===== src/rtl/wb_skid_buffer_pkg.sv =====
// Shared definitions for the write-back skid buffer.
// - state_t: occupancy of the two-entry buffer (EMPTY / ONE / FULL).
// - DEF_*:   default widths (data, register address, stall counter).
package wb_skid_buffer_pkg;

  typedef enum logic [1:0] {
    EMPTY = 2'b00,
    ONE   = 2'b01,
    FULL  = 2'b10
  } state_t;

  localparam int DEF_N  = 32;
  localparam int DEF_AW = 5;
  localparam int DEF_CW = 8;

endpackage


===== src/rtl/wb_skid_buffer_if.sv =====
// Bus bundle between the write-back mux stage, the skid buffer and the
// register-file write port.
// Upstream:   i_valid, o_ready, i_data, i_addr, i_flush
// Downstream: o_valid, i_ready, o_data, o_addr
// Debug:      o_stall_cnt (stalled-cycle count), dbg_state (buffer occupancy)
// slave  = the buffer itself; master = whoever drives and observes it.
interface wb_skid_buffer_if
  import wb_skid_buffer_pkg::*;
#(
  parameter int n  = DEF_N,
  parameter int AW = DEF_AW,
  parameter int CW = DEF_CW
) ();

  logic          i_valid;
  logic          o_ready;
  logic [n-1:0]  i_data;
  logic [AW-1:0] i_addr;
  logic          i_flush;
  logic          o_valid;
  logic          i_ready;
  logic [n-1:0]  o_data;
  logic [AW-1:0] o_addr;
  logic [CW-1:0] o_stall_cnt;
  logic [1:0]    dbg_state;

  modport slave (
    input  i_valid, i_data, i_addr, i_flush, i_ready,
    output o_ready, o_valid, o_data, o_addr, o_stall_cnt, dbg_state
  );

  modport master (
    output i_valid, i_data, i_addr, i_flush, i_ready,
    input  o_ready, o_valid, o_data, o_addr, o_stall_cnt, dbg_state
  );

endinterface


===== src/rtl/wb_skid_buffer_sat_counter.sv =====
// Saturating up-counter with enable.
// Ports: i_clk, i_rst_n (async active-low), i_en (count this cycle),
//        o_cnt (current value, sticks at all-ones).
module sat_counter #(
  parameter int CW = 8
) (
  input  logic          i_clk,
  input  logic          i_rst_n,
  input  logic          i_en,
  output logic [CW-1:0] o_cnt
);

  always_ff @(posedge i_clk or negedge i_rst_n) begin
    if (!i_rst_n) begin
      o_cnt <= '0;
    end else if (i_en && (o_cnt != {CW{1'b1}})) begin
      o_cnt <= o_cnt + 1'b1;
    end
  end

endmodule


===== src/rtl/wb_skid_buffer.sv =====
// Two-entry valid/ready skid buffer between the write-back data mux and the
// register-file write port. The main entry drives o_data/o_addr directly; the
// skid entry catches the one word that arrives while the register file stalls.
// Ports: i_clk, i_rst_n (async active-low), bus (wb_skid_buffer_if.slave).
//
// Handshake: a word moves upstream->buffer when i_valid & o_ready (accept) and
// buffer->register file when o_valid & i_ready (issue), both sampled on the
// rising edge. o_ready and o_valid decode only the state flop, so neither has a
// combinational path from i_valid, i_ready or i_flush.
module wb_skid_buffer
  import wb_skid_buffer_pkg::*;
#(
  parameter int n  = DEF_N,
  parameter int AW = DEF_AW,
  parameter int CW = DEF_CW
) (
  input  logic           i_clk,
  input  logic           i_rst_n,
  wb_skid_buffer_if.slave bus
);

  state_t        state_q, state_d;
  logic [n-1:0]  main_data_q, skid_data_q;
  logic [AW-1:0] main_addr_q, skid_addr_q;
  logic          accept, issue;
  logic          load_main_in, load_main_skid, load_skid;

  assign bus.o_valid   = (state_q != EMPTY);
  assign bus.o_ready   = (state_q != FULL);
  assign bus.o_data    = main_data_q;
  assign bus.o_addr    = main_addr_q;
  assign bus.dbg_state = state_q;

  assign accept = bus.i_valid & bus.o_ready;
  assign issue  = bus.o_valid & bus.i_ready;

  always_comb begin
    state_d        = state_q;
    load_main_in   = 1'b0;
    load_main_skid = 1'b0;
    load_skid      = 1'b0;
    case (state_q)
      EMPTY: begin
        if (accept) begin
          state_d      = ONE;
          load_main_in = 1'b1;
        end
      end
      ONE: begin
        if (accept && issue) begin
          load_main_in = 1'b1;
        end else if (accept) begin
          state_d   = FULL;
          load_skid = 1'b1;
        end else if (issue) begin
          state_d = EMPTY;
        end
      end
      FULL: begin
        // o_ready is low here, so only the drain case exists.
        if (issue) begin
          state_d        = ONE;
          load_main_skid = 1'b1;
        end
      end
      default: state_d = EMPTY;
    endcase
    // Flush drops the valid bits only; data registers keep their last value
    // and a same-cycle accept is thrown away.
    if (bus.i_flush) begin
      state_d        = EMPTY;
      load_main_in   = 1'b0;
      load_main_skid = 1'b0;
      load_skid      = 1'b0;
    end
  end

  always_ff @(posedge i_clk or negedge i_rst_n) begin
    if (!i_rst_n) begin
      state_q <= EMPTY;
    end else begin
      state_q <= state_d;
    end
  end

  always_ff @(posedge i_clk or negedge i_rst_n) begin
    if (!i_rst_n) begin
      main_data_q <= '0;
      main_addr_q <= '0;
      skid_data_q <= '0;
      skid_addr_q <= '0;
    end else begin
      if (load_main_in) begin
        main_data_q <= bus.i_data;
        main_addr_q <= bus.i_addr;
      end else if (load_main_skid) begin
        main_data_q <= skid_data_q;
        main_addr_q <= skid_addr_q;
      end
      if (load_skid) begin
        skid_data_q <= bus.i_data;
        skid_addr_q <= bus.i_addr;
      end
    end
  end

  sat_counter #(.CW(CW)) u_stall_cnt (
    .i_clk   (i_clk),
    .i_rst_n (i_rst_n),
    .i_en    (bus.o_valid & ~bus.i_ready),
    .o_cnt   (bus.o_stall_cnt)
  );

endmodule


===== src/flat_wrapper.sv =====
// flat-port wrapper written by rule: the top's interface ports become plain ports
module wb_skid_buffer_flat import wb_skid_buffer_pkg::*;
#(
  parameter int n  = DEF_N,
  parameter int AW = DEF_AW,
  parameter int CW = DEF_CW
)
  (i_clk, i_rst_n, bus_i_valid, bus_i_data, bus_i_addr, bus_i_flush, bus_i_ready, bus_o_ready, bus_o_valid, bus_o_data, bus_o_addr, bus_o_stall_cnt, bus_dbg_state);
  wb_skid_buffer_if #(.n(n), .AW(AW), .CW(CW)) bus_i ();
  input  logic i_clk;
  input  logic i_rst_n;
  input wire logic [$bits(bus_i.i_valid)-1:0] bus_i_valid;
  input wire logic [$bits(bus_i.i_data)-1:0] bus_i_data;
  input wire logic [$bits(bus_i.i_addr)-1:0] bus_i_addr;
  input wire logic [$bits(bus_i.i_flush)-1:0] bus_i_flush;
  input wire logic [$bits(bus_i.i_ready)-1:0] bus_i_ready;
  output wire logic [$bits(bus_i.o_ready)-1:0] bus_o_ready;
  output wire logic [$bits(bus_i.o_valid)-1:0] bus_o_valid;
  output wire logic [$bits(bus_i.o_data)-1:0] bus_o_data;
  output wire logic [$bits(bus_i.o_addr)-1:0] bus_o_addr;
  output wire logic [$bits(bus_i.o_stall_cnt)-1:0] bus_o_stall_cnt;
  output wire logic [$bits(bus_i.dbg_state)-1:0] bus_dbg_state;
  assign bus_i.i_valid = bus_i_valid;
  assign bus_i.i_data = bus_i_data;
  assign bus_i.i_addr = bus_i_addr;
  assign bus_i.i_flush = bus_i_flush;
  assign bus_i.i_ready = bus_i_ready;
  assign bus_o_ready = bus_i.o_ready;
  assign bus_o_valid = bus_i.o_valid;
  assign bus_o_data = bus_i.o_data;
  assign bus_o_addr = bus_i.o_addr;
  assign bus_o_stall_cnt = bus_i.o_stall_cnt;
  assign bus_dbg_state = bus_i.dbg_state;
  wb_skid_buffer #(.n(n), .AW(AW), .CW(CW)) u_core (.i_clk(i_clk), .i_rst_n(i_rst_n), .bus(bus_i));
endmodule

===== config.mk =====
export PLATFORM = sky130hd
export DESIGN_NAME = wb_skid_buffer_flat
export DESIGN_NICKNAME = d
export VERILOG_FILES = /design/src/rtl/wb_skid_buffer_pkg.sv /design/src/rtl/wb_skid_buffer_if.sv /design/src/rtl/wb_skid_buffer_sat_counter.sv /design/src/rtl/wb_skid_buffer.sv /design/src/flat_wrapper.sv
export SDC_FILE = /design/constraint.sdc
export NUM_CORES = 1
export LEC_CHECK = 0
export CAP_MARGIN = 10
export CORE_MARGIN = 8
export CORE_UTILIZATION = 50
export CTS_CLUSTER_SIZE = 8
export DETAILED_ROUTE_END_ITERATION = 12
export PLACE_DENSITY = 0.81
export SLEW_MARGIN = 20
export SYNTH_ARGS = -nofsm -noshare
export SYNTH_HDL_FRONTEND = slang
export SYNTH_SLANG_ARGS = --single-unit

===== constraint.sdc =====
create_clock -name i_clk -period 3.3 [get_ports i_clk]
set_input_delay 0.495 -clock i_clk [delete_from_list [all_inputs] [get_ports i_clk]]
set_output_delay 0.495 -clock i_clk [all_outputs]
set_load 0.01 [all_outputs]

After elaboration in Yosys (flattened, before gate mapping)
Cells that the tools add are included.

cells by class
  add/sub/neg operators = 1
  eq/ne operators = 8
  mux-type cells = 21
  reduce and logical (&&, ||, !) cells = 6
  bitwise logic cells = 4

operators with widths
  operator             number
  $mux 32              2
  $mux 2               6
  $mux 5               2
  $mux 1               9
  $add 8x1->8 const B  1
  $ne 8x8->1 const B   1
  $ne 3x2->1 const B   2
  $pmux 2 s3           1
  $ne 4x2->1 const B   1
  $reduce_and 4->1     1
  $reduce_bool 2->1    2
  $and 1x1->1          3
  $ne 3x3->1 const B   1
  $eq 2x1->1 const B   1
  $eq 2x2->1 const B   1
  $logic_and 1x1->1    2
  $logic_not 2->1      1
  $ne 2x2->1 const B   1
  $pmux 1 s2           1
  $not 1->1            1

word-level totals
  input port bits = 42
  register bits = 84
  logic and storage cells = 46
  output and inout port bits = 49

Longest topological paths before layout
Gate-level depths: netlist of run 1.

  depth in word-level cells = 7
  gate-level depth with buffers = 7
  gate-level depth less buffers = 5

Hierarchy
Synthesis of run 1 repeated with hierarchy kept, for this count alone.

unflattened totals
  cells, all modules = 253
  area, all modules = 3747.3 um^2

by module, submodules not included
  module          instances  area each (um^2)  cells an instance  seq. area each (um^2)
  wb_skid_buffer  1          3339.5            219                1901.8
  sat_counter     1          407.9             34                 200.2

Worst setup path after synthesis of run 1
Ideal clock, no wire load.

  path type = input port to flip-flop
  start = input port bus_i_ready
  end = register u_core.main_addr_q[4] (netlist: u_core.bus.o_addr[4])
  stages on the path = 6
  required time = 3.172 ns
  slack = 1.360 ns
  path buffers = 2
  arrival = 1.813 ns
  library setup time = 0.128 ns
  path through = buf_2 nand2b_1 nand2_1 clkbuf_1 mux2_1 mux2_1

between the ends
  longest elaborated chain between the ends = 6
  elaborated cells between the ends (all ways) = 10
  classes of those cells = mux (7); bitwise (1); reduce/logical (2)

ends and longest elaborated chain
  what                                                RTL line              RTL
  from (decl)                                         flat_wrapper.sv:16    input wire logic [$bits(bus_i.i_ready)-1:0] bus_i_ready;
  $and 1x1->1 *                                       wb_skid_buffer.sv:35  assign issue = bus.o_valid & bus.i_ready;
  $logic_and 1x1->1                                   wb_skid_buffer.sv:50  if (accept && issue) begin
  $mux 1                                              wb_skid_buffer.sv:50
  $pmux 1 s2                                          wb_skid_buffer.sv:42  case (state_q)
  $mux 1                                              wb_skid_buffer.sv:70  if (bus.i_flush) begin
  $mux 5 / $reduce_bool 2->1 (equally long branches)  --
  to (signal assigned)                                wb_skid_buffer.sv:95  main_addr_q <= bus.i_addr;
  to (signal assigned)                                wb_skid_buffer.sv:98  main_addr_q <= skid_addr_q;
  to (decl)                                           wb_skid_buffer.sv:24  logic [AW-1:0] main_addr_q, skid_addr_q;

Mark *: on every way between the ends. The rest lies on a longest branch, timed or not.
A chain may end at the register's enable or synchronous reset.

Final worst setup path of run 1
  start = input port bus_i_ready
  end = register u_core.main_data_q[20] (netlist: u_core.bus.o_data[20])

between the ends
  longest elaborated chain between the ends = 6
  elaborated cells between the ends (all ways) = 10
  classes of those cells = mux (7); bitwise (1); reduce/logical (2)

ends and longest elaborated chain
  what                                                 RTL line              RTL
  $and 1x1->1 *                                        wb_skid_buffer.sv:35
  $logic_and 1x1->1                                    wb_skid_buffer.sv:50
  $mux 1                                               wb_skid_buffer.sv:50
  $pmux 1 s2                                           wb_skid_buffer.sv:42
  $mux 1                                               wb_skid_buffer.sv:70
  $mux 32 / $reduce_bool 2->1 (equally long branches)  --
  to (signal assigned)                                 wb_skid_buffer.sv:94  main_data_q <= bus.i_data;
  to (signal assigned)                                 wb_skid_buffer.sv:97  main_data_q <= skid_data_q;
  to (decl)                                            wb_skid_buffer.sv:23  logic [n-1:0] main_data_q, skid_data_q;

Marks and branches as above.

==> impl_metrics.py, run 1 <==
metrics = {
    "timing": {
        "max_freq_mhz": 415,
        "post-route-period-util_pct": 73.1,
        "worstMarginPinSlew_ps": 746,
        "min_period_ps": 2410,
        "relSlewSlack_pct": 50.3,
        "rsz0062_at_grt": "no",
        "hold_slack_ps": 196,
        "setup_violations": 0,
        "fin_skew_ps": 7.63,
        "tns_ps": 0,
        "slew_viol_final": 0,
        "hold_viol_final": 0,
    },
    "placed_design": {
        "dp_cells": 437,
        "dpl.hpwl_um": 5230,
        "gp_congestion": 0.744,
        "placed_area_um2": 4750,
        "portBuffers": 90,
    },
    "yosys": {
        "synth_cells": 258,
        "synth_top_cell_by_area": "dfrtp_1",
        "ys_warn_count": 0,
        "yosysTopAreaCellShare_pct": 56.2,
        "synth.avg_cell_area_um2": 14.5,
        "ys_ff_latch": 84,
        "synth_area_leaders": "dfrtp_1 56%, mux2_1 20%, mux2_2 14%",
        "synthesis.nets": 301,
        "synth_area_um2": 3740,
        "synth_cell_types": 25,
        "seq_area_frac_synth_pct": 56.2,
    },
    "routing": {
        "antenna_left": 0,
        "wirelength_um": 7310,
        "viasPerCell": 5.17,
        "drt-initial-drc-count": 51,
        "wl_per_cell_um": 16.1,
        "drt_pass1_iterations": 4,
        "drc": 0,
        "route.vias.total": 2340,
    },
    "global_routing": {
        "grt_pass1_wl_um": 12300,
        "first_global_vias": 2544,
        "grt_max_degree": 85,
        "grt-ovfl-total": 0,
        "grt_usage_pct": 14.9,
        "antenna_found_initial": 0,
    },
    "cts": {
        "cts_tree": "done",
        "cts_setup_buffers": 0,
        "hold_buffers": 0,
        "cts_buffers": 9,
        "htreeDepth": 3,
        "clkSinkCount": 84,
        "clk_latency_ps": 340,
        "cts-resized-gates": 0,
        "clk_pin_slew_ps": 80,
        "cts_root_buffer": "clkbuf_8",
        "cts_buffer_depth": 2,
    },
    "die": {
        "rows": 31,
        "die-width_um": 102,
        "core_area_um2": 7250,
        "die_y_um": 102,
        "die_area_um2": 10500,
        "ioPinCount": 91,
        "start_util_pct": 51.5,
    },
    "critical_path": {
        "crit_path_end_kind": "flip-flop",
        "crit_arrival_ps": 2640,
        "startpoint_type": "input pin",
        "required_ps": 3530,
        "setup.worst_path.class": "in2reg",
        "cp_max_fo": 23,
    },
    "finish": {
        "fin_nets": 392,
        "diodes": 0,
        "finalNonFillerCells": 453,
        "areaGrowthSynthToFinish_pct": 32.4,
        "drive_above_1_share_pct": 20.1,
        "fillCellCount": 545,
        "final_area_um2": 4950,
    },
    "pwr": {
        "power.density_nw_per_um2": 698,
        "leakage_nw": 2.15,
        "ir_worst_vdd_v": 0.000417,
    },
    "min_path": {
        "hold_path.class": "in2async",
    },
    "outcome": {
        "status": "finished clean",
    },
    "flow_run": {
        "max_cap_viol_count": 0,
    },
}
## cell usage after synthesis
cell and count:
mux2_2 47, buf_6 2, a211oi_1 1, inv_1 4
ha_1 1, o21a_1 2, nor3b_2 1, nand2b_1 5
and4_1 1, mux2_1 65, and3_1 2, o21bai_1 1
nor4b_1 1, nor2_1 6, xnor2_1 1, mux2i_1 4
nor3b_1 2, o21ai_0 1, buf_2 10, dfrtp_1 84
clkbuf_1 1, nand3_1 7, a21oi_1 3, nand4_1 1
nand2_1 5
## sequential cells by signal, indices dropped and copies added (netlist names)
register / flops
u_core.u_stall_cnt.o_cnt: 8
u_core.skid_addr_q: 5
u_core.bus.dbg_state: 2
u_core.bus.o_addr: 5
u_core.skid_data_q: 32
u_core.bus.o_data: 32
## per-stage QoR
stage	worst slack, ps	util [%]	power, mW
after floorplan	1360	-	2.12
after global placement	563	65.4	2.73
after detailed placement	499	65.4	2.77
after CTS	868	68.2	3.51
after global routing	756	68.2	3.67
final	888	68.2	3.45
## report_power, final
part / leakage (nW) / internal, mW / switching (mW)
combinational: 1.02 / 0.736 / 0.412
sequential: 1.03 / 1.38 / 0.207
clock: 0.104 / 0.355 / 0.368
## logic make-up after synthesis
family          Yosys count  share of synthesized area, %
buf+inv                  17                          2.44
simple gates             31                          4.59
compound gates            8                          1.34
xor+xnor                  1                         0.234
fa+ha+maj                 1                         0.335
flops                    84                          56.2
mux                     116                          34.8
## cell usage in the layout (no fill, tap or decap), types with 3 or more instances in the layout
cell	instances
clkdlybuf4s50_1	89
dfrtp_1	84
mux2_1	65
mux2_2	47
clkbuf_8	9
nand3_1	7
nor2_1	6
inv_1	4
nand2b_1	4
mux2i_1	4
nand2_1	4
a21oi_1	3
## layout make-up
type / instances / area, µm² / area share (%)
clock buffers: 9 / 124 / 2.50
repair buffers: 93 / 950 / 19.2
clock inverters: 7 / 75.1 / 1.52
well taps: 99 / 124 / 2.50
inverters: 4 / 15.0 / 0.303
multi-input cells: 157 / 1560 / 31.5
flip-flops and latches: 84 / 2100 / 42.5
## final timing paths
kind / startpoint / endpoint / slack [ps] / depth (start not counted)
min in group i_clk: u_core.skid_data_q[8] / u_core.skid_data_q[8] / 490 / 1
worst max register to register: u_core.bus.dbg_state[1] / u_core.bus.o_data[20] / 1200 / 5
worst max-delay path: bus_i_ready / u_core.bus.o_data[20] / 890 / 6
worst min register to register: u_core.skid_data_q[8] / u_core.skid_data_q[8] / 490 / 1
max in group asynchronous: i_rst_n / u_core.u_stall_cnt.o_cnt[7] / 2600 / 1
worst min-delay path: i_rst_n / u_core.bus.o_addr[0] / 200 / 1
## metal layers
| layer | vias up | track usage (%) | part of all wire [%] |
|---|---|---|---|
| li1 | 1104 | - | - |
| met1 | 1181 | 17.5 | 42 |
| met2 | 49 | 24.6 | 50 |
| met3 | 6 | 5.65 | 7.5 |
| met4 | 0 | 4.74 | 0.86 |
| met5 | - | 0 | 0 |
## worst max-delay path: stages
cell             delay, ps
clkdlybuf4s50_1        540
nand2b_1               250
nand2_2                310
buf_4                  390
mux2_1                 350
mux2_1                 280
No activity file was read; power rests on OpenSTA's default activity.
==> run 2, diff against run 1 <==
--- a/config.mk
+++ b/config.mk
@@ -7,10 +7,10 @@
 export LEC_CHECK = 0
 export CAP_MARGIN = 10
 export CORE_MARGIN = 8
-export CORE_UTILIZATION = 50
+export CORE_UTILIZATION = 49
 export CTS_CLUSTER_SIZE = 8
 export DETAILED_ROUTE_END_ITERATION = 12
-export PLACE_DENSITY = 0.81
+export PLACE_DENSITY = 0.79
 export SLEW_MARGIN = 20
 export SYNTH_ARGS = -nofsm -noshare
 export SYNTH_HDL_FRONTEND = slang
==> constraint.sdc (replaced) <==
create_clock -name i_clk -period 2.3 [get_ports i_clk]
set_input_delay 0.345 -clock i_clk [delete_from_list [all_inputs] [get_ports i_clk]]
set_output_delay 0.345 -clock i_clk [all_outputs]
set_load 0.01 [all_outputs]
==> run 2 against run 1 <==
Against the previous run: the flow now finishes with violations (negative hold slack); clock skew is 1.5 ps lower; sequential power grew 44%; die area grew 1.7%; via count is 0.73% higher.
==> impl_metrics.py, run 2 (synthesis gave the netlist of run 1 again) <==
metrics = {
    "outcome": {
        "status": "finished with violations",
        "violations": "negative hold slack",
    },
    "placed_design": {
        "portBuffers": 90,
        "placed_area_um2": 4810,
        "dpl.hpwl_um": 5330,
        "dp_cells": 445,
        "gp_congestion": 0.820,
    },
    "timing": {
        "post-route-period-util_pct": 83.8,
        "setup_violations": 0,
        "rsz0062_at_grt": "no",
        "slew_viol_final": 0,
        "fin_skew_ps": 6.12,
        "max_freq_mhz": 519,
        "hold_viol_final": 6,
        "tns_ps": 0,
        "worstMarginPinSlew_ps": 552,
        "hold_slack_ps": -10.4,
        "min_period_ps": 1930,
        "relSlewSlack_pct": 63.2,
    },
    "finish": {
        "layout_commonest_cell": "clkdlybuf4s50_1",
        "fillCellCount": 580,
        "regArea_um2": 2100,
        "areaGrowthSynthToFinish_pct": 33.7,
        "fin_nets": 397,
        "drive_above_1_share_pct": 20.1,
        "final_area_um2": 5000,
        "finalNonFillerCells": 460,
        "diodes": 0,
        "postLayoutCoreUtil_pct": 66.0,
        "multi_input_area_um2": 1560,
        "final_cell_mix": "89 x clkdlybuf4s50_1, 84 x dfrtp_1, 65 x mux2_1",
    },
    "cts": {
        "clk_latency_ps": 330,
        "cts_buffer_depth": 2,
        "cts-resized-gates": 0,
        "hold_buffers": 0,
        "htreeDepth": 3,
        "cts_setup_buffers": 0,
        "clk_pin_slew_ps": 80,
        "cts_buffers": 9,
        "cts_root_buffer": "clkbuf_8",
        "cts_tree": "done",
        "clkSinkCount": 84,
    },
    "pwr": {
        "switching_share_pct": 27.5,
        "clkPwrFrac_pct": 20.2,
        "ir_worst_vdd_v": 0.000427,
        "pwr-share-comb_pct": 33.6,
        "leakage_nw": 2.17,
        "p_int_mw": 3.57,
        "p_sw_mw": 1.36,
        "power.share.sequential_pct": 46.2,
        "power.density_nw_per_um2": 986,
    },
    "routing": {
        "wl_per_cell_um": 16.4,
        "wirelength_um": 7540,
        "viasPerCell": 5.12,
        "drt_pass1_iterations": 4,
        "antenna_left": 0,
        "route.vias.total": 2357,
        "drc": 0,
        "drt-initial-drc-count": 41,
    },
    "die": {
        "die_area_um2": 10700,
        "ioPinCount": 91,
        "core_area_um2": 7570,
        "die_y_um": 103,
        "die-width_um": 103,
        "rows": 32,
        "start_util_pct": 49.4,
    },
    "critical_path": {
        "startpoint_type": "flip-flop",
        "required_ps": 1960,
        "cp_max_fo": 6,
        "crit_path_max_incr_delay_ps": 480,
        "crit_arrival_ps": 1580,
        "crit_path_end_kind": "output pin",
        "cp_cell_sequence": "nor2_1, inv_1, clkdlybuf4s50_1",
        "setup.worst_path.class": "reg2out",
        "cp_slowest_cell": "clkdlybuf4s50_1",
    },
    "global_routing": {
        "grt_max_degree": 44,
        "grt-ovfl-total": 0,
        "antenna_found_initial": 0,
        "grt_pass1_wl_um": 12200,
        "first_global_vias": 2555,
        "grt_usage_pct": 14.7,
    },
    "flow_run": {
        "max_cap_viol_count": 0,
    },
    "min_path": {
        "hold_path.class": "in2async",
    },
}
-- run 2: worst max-delay path: cells and delay by family (launching register included) --
kind	cells	cell delay, ps
buffers and inverters	2	550
flip-flops	1	460
AND/OR/NAND/NOR	1	240
-- run 2: power by group through the flow --
stage	Combinational, mW	Clock, mW	Sequential [mW]
floorplan	0.643	0	2.39
global placement	1.64	0	2.28
detailed placement	1.69	0	2.31
CTS	1.69	1.03	2.28
global route	1.80	1.08	2.34
finish	1.65	0.996	2.27
-- run 2: worst paths after layout --
kind | start | end | slack, ps | cells after the start
setup / recovery | u_core.bus.dbg_state[1] | bus_o_valid | 370 | 3
hold / removal | i_rst_n | u_core.bus.o_data[11] | -10 | 1
setup reg to reg | u_core.bus.dbg_state[1] | u_core.bus.o_data[27] | 490 | 5
hold reg to reg | u_core.skid_data_q[17] | u_core.skid_data_q[17] | 490 | 1
max in group asynchronous | i_rst_n | u_core.skid_data_q[0] | 1680 | 2
min in group i_clk | u_core.skid_data_q[17] | u_core.skid_data_q[17] | 490 | 1
-- run 2: stage by stage --
| stage | total power [mW] | setup slack [ps] |
|---|---|---|
| after floorplan | 3.04 | 510 |
| after global placement | 3.93 | 172 |
| after detailed placement | 3.99 | 125 |
| after CTS | 5.00 | 349 |
| after global routing | 5.22 | 298 |
| final | 4.92 | 373 |
-- run 2: cell type report --
class	count	area share (%)
Sequential cell	84	42.1
Multi-Input combinational cell	157	31.2
Timing Repair Buffer	98	20.2
Clock buffer	13	2.98
Tap cell	102	2.55
Clock inverter	2	0.701
Inverter	4	0.300
-- run 2: metal layers --
metal	share of wire, %	wire length [µm]	GRT usage (%)	up-vias
li1	-	-	-	1107
met1	42	3130	17.1	1187
met2	51	3870	25.4	52
met3	5.3	399	3.15	11
met4	1.9	143	6.90	0
met5	0	0	0	-
